==> config.mk <==
export PLATFORM = sky130hd
export DESIGN_NAME = nanov_alu_seq
export DESIGN_NICKNAME = d
export VERILOG_FILES = /design/src/rtl/nanov_alu_seq.sv
export SDC_FILE = /design/constraint.sdc
export NUM_CORES = 1
export LEC_CHECK = 0
export ABC_AREA = 1
export CAP_MARGIN = 15
export CORE_MARGIN = 2
export CORE_UTILIZATION = 51
export CTS_BUF_LIST = sky130_fd_sc_hd__clkbuf_16
export CTS_CLUSTER_SIZE = 8
export DETAILED_ROUTE_END_ITERATION = 16
export PLACE_DENSITY = 0.79
export SETUP_SLACK_MARGIN = 0.02
export SLEW_MARGIN = 20
export SYNTH_ARGS = -nofsm -noshare
export SYNTH_HDL_FRONTEND = slang
export SYNTH_SLANG_ARGS = --single-unit
==> constraint.sdc <==
create_clock -name clk -period 1.77 [get_ports clk]
set_input_delay 0.531 -clock clk [delete_from_list [all_inputs] [get_ports clk]]
set_output_delay 0.531 -clock clk [all_outputs]
set_load 0.1 [all_outputs]
==> src/rtl/nanov_alu_seq.sv <==
// Bit-serial ALU sequencer: streams one XLEN-bit op LSB-first through an external 1-bit slice; optional abort via NANOV_ALU_SEQ_ABORT_EN.
// Latency XLEN+1 cycles accept-to-done, one op per XLEN+2 cycles; start is ignored (not queued) outside IDLE.
module nanov_alu_seq #(
  parameter int XLEN = 32
) (
  input  logic            clk,
  input  logic            rstn,
  input  logic            start,
  input  logic [3:0]      op,
  input  logic [XLEN-1:0] a,
  input  logic [XLEN-1:0] b,
`ifdef NANOV_ALU_SEQ_ABORT_EN
  input  logic            abort,
`endif
  output logic            busy,
  output logic            done,
  output logic [XLEN-1:0] result,
  output logic [3:0]      alu_op,
  output logic            alu_a,
  output logic            alu_b,
  output logic            alu_cy_in,
  input  logic            alu_d,
  input  logic            alu_cy_out,
  input  logic            alu_lts
);

  localparam int CW = $clog2(XLEN);

  typedef enum logic [1:0] {
    S_IDLE = 2'd0,
    S_RUN  = 2'd1,
    S_DONE = 2'd2
  } state_t;

  state_t          state, state_nxt;
  logic [CW-1:0]   cnt;
  logic            carry;
  logic [3:0]      op_q;
  logic [XLEN-1:0] a_sh, b_sh;
  logic [XLEN-2:0] res_sh;
  logic [XLEN-1:0] res_asm, res_fix;
  logic            last_bit;
  logic            abort_req;

`ifdef NANOV_ALU_SEQ_ABORT_EN
  assign abort_req = abort;
`else
  assign abort_req = 1'b0;
`endif

  assign last_bit = (cnt == CW'(XLEN - 1));

  always_comb begin
    state_nxt = state;
    case (state)
      S_IDLE: if (start) state_nxt = S_RUN;
      S_RUN: begin
        if (abort_req)     state_nxt = S_IDLE;
        else if (last_bit) state_nxt = S_DONE;
      end
      S_DONE:  state_nxt = S_IDLE;
      default: state_nxt = S_IDLE;
    endcase
  end

  always_ff @(posedge clk or negedge rstn) begin
    if (!rstn) state <= S_IDLE;
    else       state <= state_nxt;
  end

  // Final slice bit joins the assembled value combinationally so result can load on the last RUN edge.
  always_comb begin
    res_asm = {alu_d, res_sh};
    case (op_q)
      4'b0010: res_fix = {{(XLEN-1){1'b0}}, alu_lts};
      4'b0011: res_fix = {{(XLEN-1){1'b0}}, ~alu_cy_out};
      default: res_fix = res_asm;
    endcase
  end

  always_ff @(posedge clk or negedge rstn) begin
    if (!rstn) begin
      cnt    <= '0;
      carry  <= 1'b0;
      op_q   <= '0;
      a_sh   <= '0;
      b_sh   <= '0;
      res_sh <= '0;
      result <= '0;
    end else begin
      case (state)
        S_IDLE: begin
          if (start) begin
            op_q  <= op;
            a_sh  <= a;
            b_sh  <= b;
            cnt   <= '0;
            carry <= 1'b0;
          end
        end
        S_RUN: begin
          if (abort_req) begin
            carry <= 1'b0;
          end else begin
            a_sh   <= a_sh >> 1;
            b_sh   <= b_sh >> 1;
            res_sh <= res_asm[XLEN-1:1];
            carry  <= alu_cy_out;
            cnt    <= cnt + CW'(1);
            if (last_bit) result <= res_fix;
          end
        end
        default: ;
      endcase
    end
  end

  assign busy   = (state == S_RUN);
  assign done   = (state == S_DONE);
  assign alu_op = op_q;
  assign alu_a  = a_sh[0];
  assign alu_b  = b_sh[0];
  // First bit injects the +1 of the two's-complement subtract for SUB/SLT/SLTU.
  assign alu_cy_in = (cnt == '0) ? (op_q[1] | op_q[3]) : carry;

endmodule

**Word level (Yosys, flattened, before mapping)**

Cells that the tools add are included.
Widths: inputs -> output; s select.

- Input bits: 74
- Logic and storage cells: 38
- Bits in registers: 139

- Equality and inequality tests: 7
- Reductions and logical operators: 7
- Bitwise logic cells: 2
- $add $sub $neg: 1
- Muxes and demuxes: 13

Operators by type and width:

| operator | count |
|---|---|
| $pmux 32 s2 | 3 |
| $mux 32 | 2 |
| $pmux 5 s2 | 1 |
| $eq 4x2->1 const B | 2 |
| $reduce_and 2->1 | 4 |
| $add 5x1->5 const B | 1 |
| $eq 5x5->1 const B | 1 |
| $logic_not 5->1 | 1 |
| $mux 5 | 1 |
| $mux 2 | 2 |
| $pmux 2 s2 | 1 |
| $eq 2x1->1 const B | 1 |
| $eq 2x2->1 const B | 1 |
| $logic_not 2->1 | 1 |
| $mux 1 | 2 |
| $ne 2x1->1 const B | 1 |
| $ne 2x2->1 const B | 1 |
| $pmux 1 s2 | 1 |
| $reduce_bool 2->1 | 1 |
| $not 1->1 | 1 |
| $or 1x1->1 | 1 |

**Logic depth before layout (Yosys ltp)**

Gate-level depths: netlist of run 1.

- Word-level depth: 3
- Gate-level depth with buffers: 10
- Mapped depth without buffers: 9

**Worst setup path after synthesis of run 1**

Ideal clock, no wire load.

- Path kind: flip-flop to output port
- Start point: reg op_q[1], in the netlist alu_op[1]
- End point: out alu_cy_in
- Arrival time: 3199 ps
- Data required time: 1239 ps
- Path slack: -1960 ps
- Stages on the path, launching flop included: 3
- Cell sequence: dfrtp_1 > nor2_1 > o21ai_0

- Word-level cells in the longest chain between the ends: 2

Ends and longest elaborated chain:

| item | line | RTL |
|---|---|---|
| from (decl) | 38 | `logic [3:0] op_q;` |
| from (signal assigned) | 94 | `op_q <= op;` |
| $or 1x1->1 | 124 | `assign alu_cy_in = (cnt == '0) ? (op_q[1] \| op_q[3]) : carry;` |
| $mux 1 | 124 |  |
| to (decl) | 21 | `output logic alu_cy_in,` |

No other way between the ends.

**Worst setup path after layout of run 1**

- Start point: reg cnt[0]
- End point: out alu_cy_in

- Word-level cells in the longest chain between the ends: 2

Ends and longest elaborated chain:

| item | line | RTL |
|---|---|---|
| from (decl) | 36 | `logic [CW-1:0] cnt;` |
| from (signal assigned) | 109 | `cnt <= cnt + CW'(1);` |
| $logic_not 5->1 | 124 |  |
| $mux 1 | 124 |  |

No other way between the ends.

==> results.txt, run 1 <==
----------------------------------------------------
[Placement]
  Cell Area, Placed ... 7490 µm²
  Count of port buffers added during placement ... ~110
  Gp weighted congestion ... between 0.8 and 0.9
  Placed wire-length estimate ... between 9000 and 10000 µm
  Inst Count DP ... 884

[Global route]
  All-Layer GR Usage ... between 20% and 30%
  Maximum number of pins on one net before global-route repair ... 61
  Wire length of the first global-routing pass ... 24300 µm
  Aggregate global routing overflow ... 0
  Vias in the first global route ... ~5100
  Number of antenna violations at the first check in global routing ... 0

[Synth]
  Area share of and/or/nand/nor cells after synthesis ... ~30%
  Count of flip-flops with a built-in enable after synthesis ... 0
  Number of synthesized register bits ... ~140
  Warning count from the yosys run ... 0
  XOR/XNOR share of the synthesized area ... 0%
  Avg Inst Size Synth ... between 8 and 9 µm²
  Commonest register cell after synthesis ... sky130_fd_sc_hd__dfrtp_1
  Post-Synthesis Cells ... 654
  Portion of netlist area occupied by mux cells ... 0%
  Cell with the most instances after synthesis ... sky130_fd_sc_hd__nand2_1
  Post-synth net total ... roughly 730
  Share of Yosys cell area claimed by the top area cell type ... between 60 and 70%
  Fraction of registers with async set or reset after synthesis ... 100%
  Library cell occupying the most area in the post-synthesis netlist ... sky130_fd_sc_hd__dfrtp_1
  Combinational family with the most area after synthesis ... simple AND/OR/NAND/NOR gates
  Synth Area in Compound Gates ... 4.06%
  Sequential share of the synthesized area ... about three fifths
  Largest cells by area after synthesis ... sky130_fd_sc_hd__dfrtp_1 61%, sky130_fd_sc_hd__nand2_1 18%, sky130_fd_sc_hd__nand3_1 11%
  Commonest cells post-synth ... 277 x sky130_fd_sc_hd__nand2_1, 139 x sky130_fd_sc_hd__dfrtp_1, 125 x sky130_fd_sc_hd__nand3_1
  Cell variety after synth ... 18
  Adder and majority gate portion of the synthesized area ... less than 1%
  Mapped cell area ... ~5700 µm²

[STA]
  Maximum frequency from static timing analysis ... between 400 and 500 MHz
  Max-slew headroom at the worst pin ... roughly three fifths
  Time the worst path needs with I/O delays and setup ... between 2000 and 2500 ps
  Final hold viol count ... 0
  Max Transition Viols Final ... 0
  Post-Route Hold Slack ... just under 500 ps
  Share of the cycle needed by the critical path after routing ... 121%
  Endpoints failing setup ... 35
  Sum of negative setup slack ... -1260 ps
  Pin slew with the least headroom to its limit ... between 500 and 600 ps
  Post-Route Skew ... 7.55 ps
  Smallest setup slack after layout ... -372 ps
  RSZ-0062 raised after global routing ... yes

[Worst setup path]
  Critical path start-end classification ... flip-flop to output pin
  Sort of element at the start of the critical path ... flip-flop
  Arrival time at the worst endpoint ... around 1600 ps
  Data required, critical path ... 1240 ps
  Critical-path maximum fanout ... 3
  Crit. End Element ... output pin

[Clock tree]
  Root buffer cell ... sky130_fd_sc_hd__clkbuf_16
  Largest buffer count on any clock path ... 2
  Num CTS Buffers ... 17
  TritonCTS clock tree ... built
  Skew-Pair Late Insertion Delay ... about 420 ps
  Level count of the clock H-tree ... 4
  Clock sink count ... about 140
  Reg clk slew, reported paths ... 50 ps

[Drt]
  ANT nets after route ... 0
  Post-DR vias/cell ... 5.40
  Detail-routed net length per standard cell ... around 16 µm
  Final wirelength ... between 15000 and 20000 µm
  Detailed-route via count ... slightly above 5000
  1st-pass router iterations ... 5
  Remaining design rule violation count ... 0
  DRT iter0 DRCs ... 415

[Cells and area]
  Post-route standard cell area excluding fillers ... roughly 8300 µm²
  Count of antenna diodes in the layout ... 0
  Signed area change from the synthesized netlist to the final layout ... 45.4%
  Post-route non-filler standard cell count ... around 930
  Share of layout cells above drive strength 1 ... 14.7%
  Fill cell instance count of the final layout ... 752
  Number of nets in the layout ... 855
  Final core area utilization ... 76.2%

[Power and ir drop]
  Maximum vdd ir drop ... 1.50 mV
  Internal ... roughly 0.0094 W
  Total net switching power ... around 0.0070 W
  Net switching share of the total power ... between 40% and 50%
  Power density of the placed cells ... 1970 nW/µm²
  Power share of the sequential group ... 32.7%
  Total leakage power ... between 3 and 4 nW
  Part of the power in the clock network ... 21.9%
  Share of power burned in combinational logic ... a little under half

[Die]
  Starting Density ... 52.4%
  Die area ... 12100 µm²
  Chip width ... approximately 110 µm
  Die height ... between 100 and 150 µm
  I/O pin total ... around 120
  Placement Rows ... 38
  Standard cell core area ... 10900 µm²

[Run]
  Maxcap violations ... 0

[Status]
  Failing checks ... setup timing
  Run status ... finished, violations left

[Worst hold path]
  Classification of the worst-slack hold path ... flip-flop to flip-flop

----------------------------------------------------
layout by cell type, fill, tap and decap left out:
| cell type | n |
|---|---|
| sky130_fd_sc_hd__clkbuf_16 | 19 |
| sky130_fd_sc_hd__clkdlybuf4s50_1 | 72 |
| sky130_fd_sc_hd__clkinv_2 | 1 |
| sky130_fd_sc_hd__nand4_1 | 1 |
| sky130_fd_sc_hd__o21ai_4 | 1 |
| sky130_fd_sc_hd__nand2_1 | 274 |
| sky130_fd_sc_hd__nor2_4 | 3 |
| sky130_fd_sc_hd__clkinv_1 | 4 |
| sky130_fd_sc_hd__o21ai_1 | 30 |
| sky130_fd_sc_hd__inv_4 | 1 |
| sky130_fd_sc_hd__inv_1 | 12 |
| sky130_fd_sc_hd__nor2_1 | 7 |
| sky130_fd_sc_hd__nand2_8 | 1 |
| sky130_fd_sc_hd__buf_8 | 1 |
| sky130_fd_sc_hd__inv_6 | 1 |
| sky130_fd_sc_hd__ha_2 | 2 |
| sky130_fd_sc_hd__buf_4 | 15 |
| sky130_fd_sc_hd__dfrtp_4 | 2 |
| sky130_fd_sc_hd__o211ai_1 | 2 |
| sky130_fd_sc_hd__inv_2 | 4 |
| sky130_fd_sc_hd__nand3_1 | 125 |
| sky130_fd_sc_hd__dfrtp_1 | 136 |
| sky130_fd_sc_hd__bufinv_16 | 4 |
| sky130_fd_sc_hd__clkinvlp_4 | 1 |
| sky130_fd_sc_hd__nand2_2 | 3 |
| sky130_fd_sc_hd__dlygate4sd3_1 | 1 |
| sky130_fd_sc_hd__dfrtp_2 | 1 |
| sky130_fd_sc_hd__ha_4 | 1 |
| sky130_fd_sc_hd__o21ai_2 | 1 |
| sky130_fd_sc_hd__buf_6 | 7 |
| sky130_fd_sc_hd__o21ai_0 | 10 |
| sky130_fd_sc_hd__buf_12 | 47 |
| sky130_fd_sc_hd__o22ai_1 | 1 |
area by class of cell:
| cell class | count | area, µm² | share of cell area (%) |
|---|---|---|---|
| sequential | 139 | 3490 | 42.0 |
| clock inverter | 15 | 166 | 2.01 |
| timing repair buffer | 145 | 1930 | 23.2 |
| inverter | 13 | 56.3 | 0.678 |
| tap | 140 | 175 | 2.11 |
| clock buffer | 17 | 425 | 5.13 |
| multi-input combinational | 462 | 2060 | 24.8 |
power by group through the flow:
stage	combinational (W)	clock [W]	sequential (W)
4_1_cts	0.00733	0.00362	0.00533
3_3_place_gp	0.00693	0	0.00530
5_1_grt	0.00797	0.00377	0.00550
3_5_place_dp	0.00711	0	0.00535
2_1_floorplan	0.00274	0	0.00712
6_report	0.00743	0.00359	0.00535
registers in the layout (all words and copies together) (netlist names):
signal,count
res_sh,31
carry,1
b_sh,32
alu_op,4
a_sh,32
result,32
cnt,5
state,2
layer usage:
layer  GRT usage (%)  vias to the layer above  part of all wire, %
li1                -                     2375                    -
met1            34.6                     2398                   41
met2            41.7                      224                   49
met3            7.29                       30                  7.9
met4            10.0                        0                  1.8
met5               0                        -                    0
critical path, cell delays in order (launching register included):
cell and delay [ps]:
sky130_fd_sc_hd__dfrtp_1 400, sky130_fd_sc_hd__inv_2 90, sky130_fd_sc_hd__ha_4 120, sky130_fd_sc_hd__nand4_1 170, sky130_fd_sc_hd__o21ai_4 210, sky130_fd_sc_hd__buf_12 190
final timing paths:
kind                            from    endpoint  slack (ps)  cells after the start
max                           cnt[0]   alu_cy_in        -370                      5
min                        res_sh[7]   res_sh[7]         480                      2
max reg2reg                   cnt[0]  result[29]         -40                     12
min reg2reg                res_sh[7]   res_sh[7]         480                      2
max in group asynchronous       rstn   res_sh[5]         690                      3
min in group asynchronous       rstn    b_sh[17]         530                      2
cell families (layout without fill, tap and decap cells):
group                      count (synthesis)  count (layout)
and+or+nand+nor                          414             414
buffers and inverters                     53             190
AOI/OAI and AO/OA                         45              45
DFF                                      139             139
adders and majority gates                  3               3
timing repair:
item                       4_1_cts  5_1_grt
setup endpoints to repair        3       42
setup buffers                    6        5
hold endpoints to repair        18        0
resized for setup                7       12
cloned                           0        3
pin swaps                        2        5
hold buffers                     1        0
per-stage QoR:
stage               total power [W]  worst slack (ps)
detailed placement           0.0125              -155
floorplan                   0.00986             -73.4
finish                       0.0164              -372
CTS                          0.0163              -384
global placement             0.0122             -50.5
global route                 0.0172              -426
Note: power is estimated with default switching activity, not from simulation.
==> run 2, diff against run 1 <==
- SKIP_CTS_REPAIR_TIMING: default -> 1
==> results.txt, run 2 (synthesis results as in run 1) <==
----------------------------------------------------
[Status]
  Run status ... finished, violations left
  Failing checks ... setup timing

[Cells and area]
  Most common cell after layout, fill and taps aside ... sky130_fd_sc_hd__nand2_1
  Share of layout cells above drive strength 1 ... between 10% and 20%
  Post-route standard cell area excluding fillers ... slightly above 8000 µm²
  Count of antenna diodes in the layout ... 0
  Commonest non-fill, non-tap cells in the layout ... 274 x sky130_fd_sc_hd__nand2_1, 136 x sky130_fd_sc_hd__dfrtp_1, 125 x sky130_fd_sc_hd__nand3_1
  Signed area change from the synthesized netlist to the final layout ... 44.9%
  Number of nets in the layout ... between 800 and 900
  Final core area utilization ... approximately three quarters
  Post-route non-filler standard cell count ... just over 900
  Registers with the most flip-flops ... a_sh: 32 flops, b_sh: 32 flops, result: 32 flops

[Worst setup path]
  FF-to-FF path depth ... 11
  Cells traversed along the worst timing path ... inv_2 > ha_4 > nand4_1 > o21ai_4 > buf_12
  Arrival time at the worst endpoint ... 1600 ps
  Reg-to-Reg Start ... cnt[0]
  Worst path depth ... 5
  Critical-path maximum fanout ... 2
  Cell with the largest stage delay on the worst path ... sky130_fd_sc_hd__dfrtp_1
  Sort of element at the start of the critical path ... flip-flop
  Crit path buffers/inverters ... 2
  CP delay by family, top ... flip-flops
  FF-to-FF setup slack ... -20 ps
  Critical register-to-register path endpoint ... result[29]
  Critical path start-end classification ... flip-flop to output pin
  Crit. End Element ... output pin
  Delay of the slowest cell on the worst path ... about 390 ps
  Data required, critical path ... 1240 ps

[Clock tree]
  Reg clk slew, reported paths ... ~50 ps
  Clock sink count ... about 140
  Root buffer cell ... sky130_fd_sc_hd__clkbuf_16
  Skew-Pair Late Insertion Delay ... around 420 ps
  TritonCTS clock tree ... built
  Largest buffer count on any clock path ... 2
  Num CTS Buffers ... 17
  Level count of the clock H-tree ... 4

[STA]
  Maximum frequency from static timing analysis ... roughly 470 MHz
  Final hold viol count ... 0
  Sum of negative setup slack ... -512 ps
  Max Transition Viols Final ... 0
  Share of the cycle needed by the critical path after routing ... 120%
  Time the worst path needs with I/O delays and setup ... roughly 2100 ps
  Max-slew headroom at the worst pin ... about three fifths
  Post-Route Skew ... just over 8 ps
  Endpoints failing setup ... 15
  RSZ-0062 raised after global routing ... yes
  Pin slew with the least headroom to its limit ... about 570 ps
  Smallest setup slack after layout ... -357 ps

[Placement]
  Worst setup slack before clock tree synthesis ... -155 ps
  Inst Count DP ... 884
  Count of port buffers added during placement ... ~110
  Gp weighted congestion ... approximately 0.8
  Cell Area, Placed ... between 7000 and 8000 µm²
  Placed wire-length estimate ... a little over 9000 µm

[Drt]
  Detail-routed net length per standard cell ... roughly 16 µm
  1st-pass router iterations ... 5
  DRT iter0 DRCs ... roughly 450
  Final wirelength ... roughly 15000 µm
  Detailed-route via count ... approximately 5000
  ANT nets after route ... 0
  Post-DR vias/cell ... 5.36
  Remaining design rule violation count ... 0

[Power and ir drop]
  Maximum vdd ir drop ... 1.51 mV
  Power density of the placed cells ... 1970 nW/µm²
  Total leakage power ... 3.93 nW

[Worst hold path]
  Hold_sp ... res_sh[7]
  Number of cells on the worst hold path ... 2
  Classification of the worst-slack hold path ... flip-flop to flip-flop
  Destination of the worst hold path ... res_sh[7]

[Die]
  I/O pin total ... 115
  Placement Rows ... 38
  Die height ... 110 µm
  Die area ... about 12000 µm²
  Chip width ... around 110 µm
  Starting Density ... between 50% and 60%
  Standard cell core area ... about 11000 µm²

[Global route]
  All-Layer GR Usage ... between 20% and 30%
  Number of antenna violations at the first check in global routing ... 0
  Maximum number of pins on one net before global-route repair ... 61
  Wire length of the first global-routing pass ... 23800 µm
  Vias in the first global route ... about 5000
  Aggregate global routing overflow ... 0

[Run]
  Maxcap violations ... 0

----------------------------------------------------
run 2: cell types whose count changed in the layout (fill, tap and decap cells not counted), sizes merged:
cell / change
buf: -1
run 2: through the flow:
step / hold slack, ps / power, W
after floorplan: 235 / 0.00986
after global placement: 387 / 0.0122
after detailed placement: 395 / 0.0125
after CTS: -55.8 / 0.0161
after global routing: 507 / 0.0172
final: 479 / 0.0163
run 2: area by class of cell:
class / count / area [µm²]
Sequential cell: 139 / 3490
Tap cell: 140 / 175
Clock inverter: 15 / 166
Multi-Input combinational cell: 462 / 2060
Inverter: 13 / 56.3
Clock buffer: 17 / 425
Fill cell: 765 / 2620
Timing Repair Buffer: 144 / 1910
run 2: per-layer routing:
layer / GRT usage (%) / up-vias / wire length, µm
li1: - / 2366 / -
met1: 34.0 / 2381 / 6150
met2: 40.6 / 203 / 7280
met3: 7.23 / 36 / 1160
met5: 0 / - / 0
met4: 9.58 / 0 / 325
run 2: report_power, final:
group,switching [W],leakage (nW),internal [W]
sequential,0.000898,1.81,0.00445
combinational,0.00478,1.82,0.00260
clock,0.00128,0.303,0.00230
total,0.00696,3.93,0.00935
run 2: worst max-delay path by stage:
stage,from,to,slack [ps]
2_1_floorplan,cnt[1],alu_cy_in,-70
3_3_place_gp,start,cnt[2],-50
3_5_place_dp,start,a_sh[31],-150
4_1_cts,cnt[0],alu_cy_in,-410
5_1_grt,cnt[0],alu_cy_in,-410
6_report,cnt[1],alu_cy_in,-360
run 2: worst reg2reg max path, cell delays in order (launching register included):
cell and delay, ps:
sky130_fd_sc_hd__dfrtp_1 360, sky130_fd_sc_hd__buf_4 130, sky130_fd_sc_hd__ha_2 170, sky130_fd_sc_hd__nand2_1 70, sky130_fd_sc_hd__nor2_1 140, sky130_fd_sc_hd__ha_2 210
sky130_fd_sc_hd__inv_1 50, sky130_fd_sc_hd__nor2_2 130, sky130_fd_sc_hd__inv_2 110, sky130_fd_sc_hd__clkbuf_16 180, sky130_fd_sc_hd__nand2_1 60, sky130_fd_sc_hd__o21ai_1 70
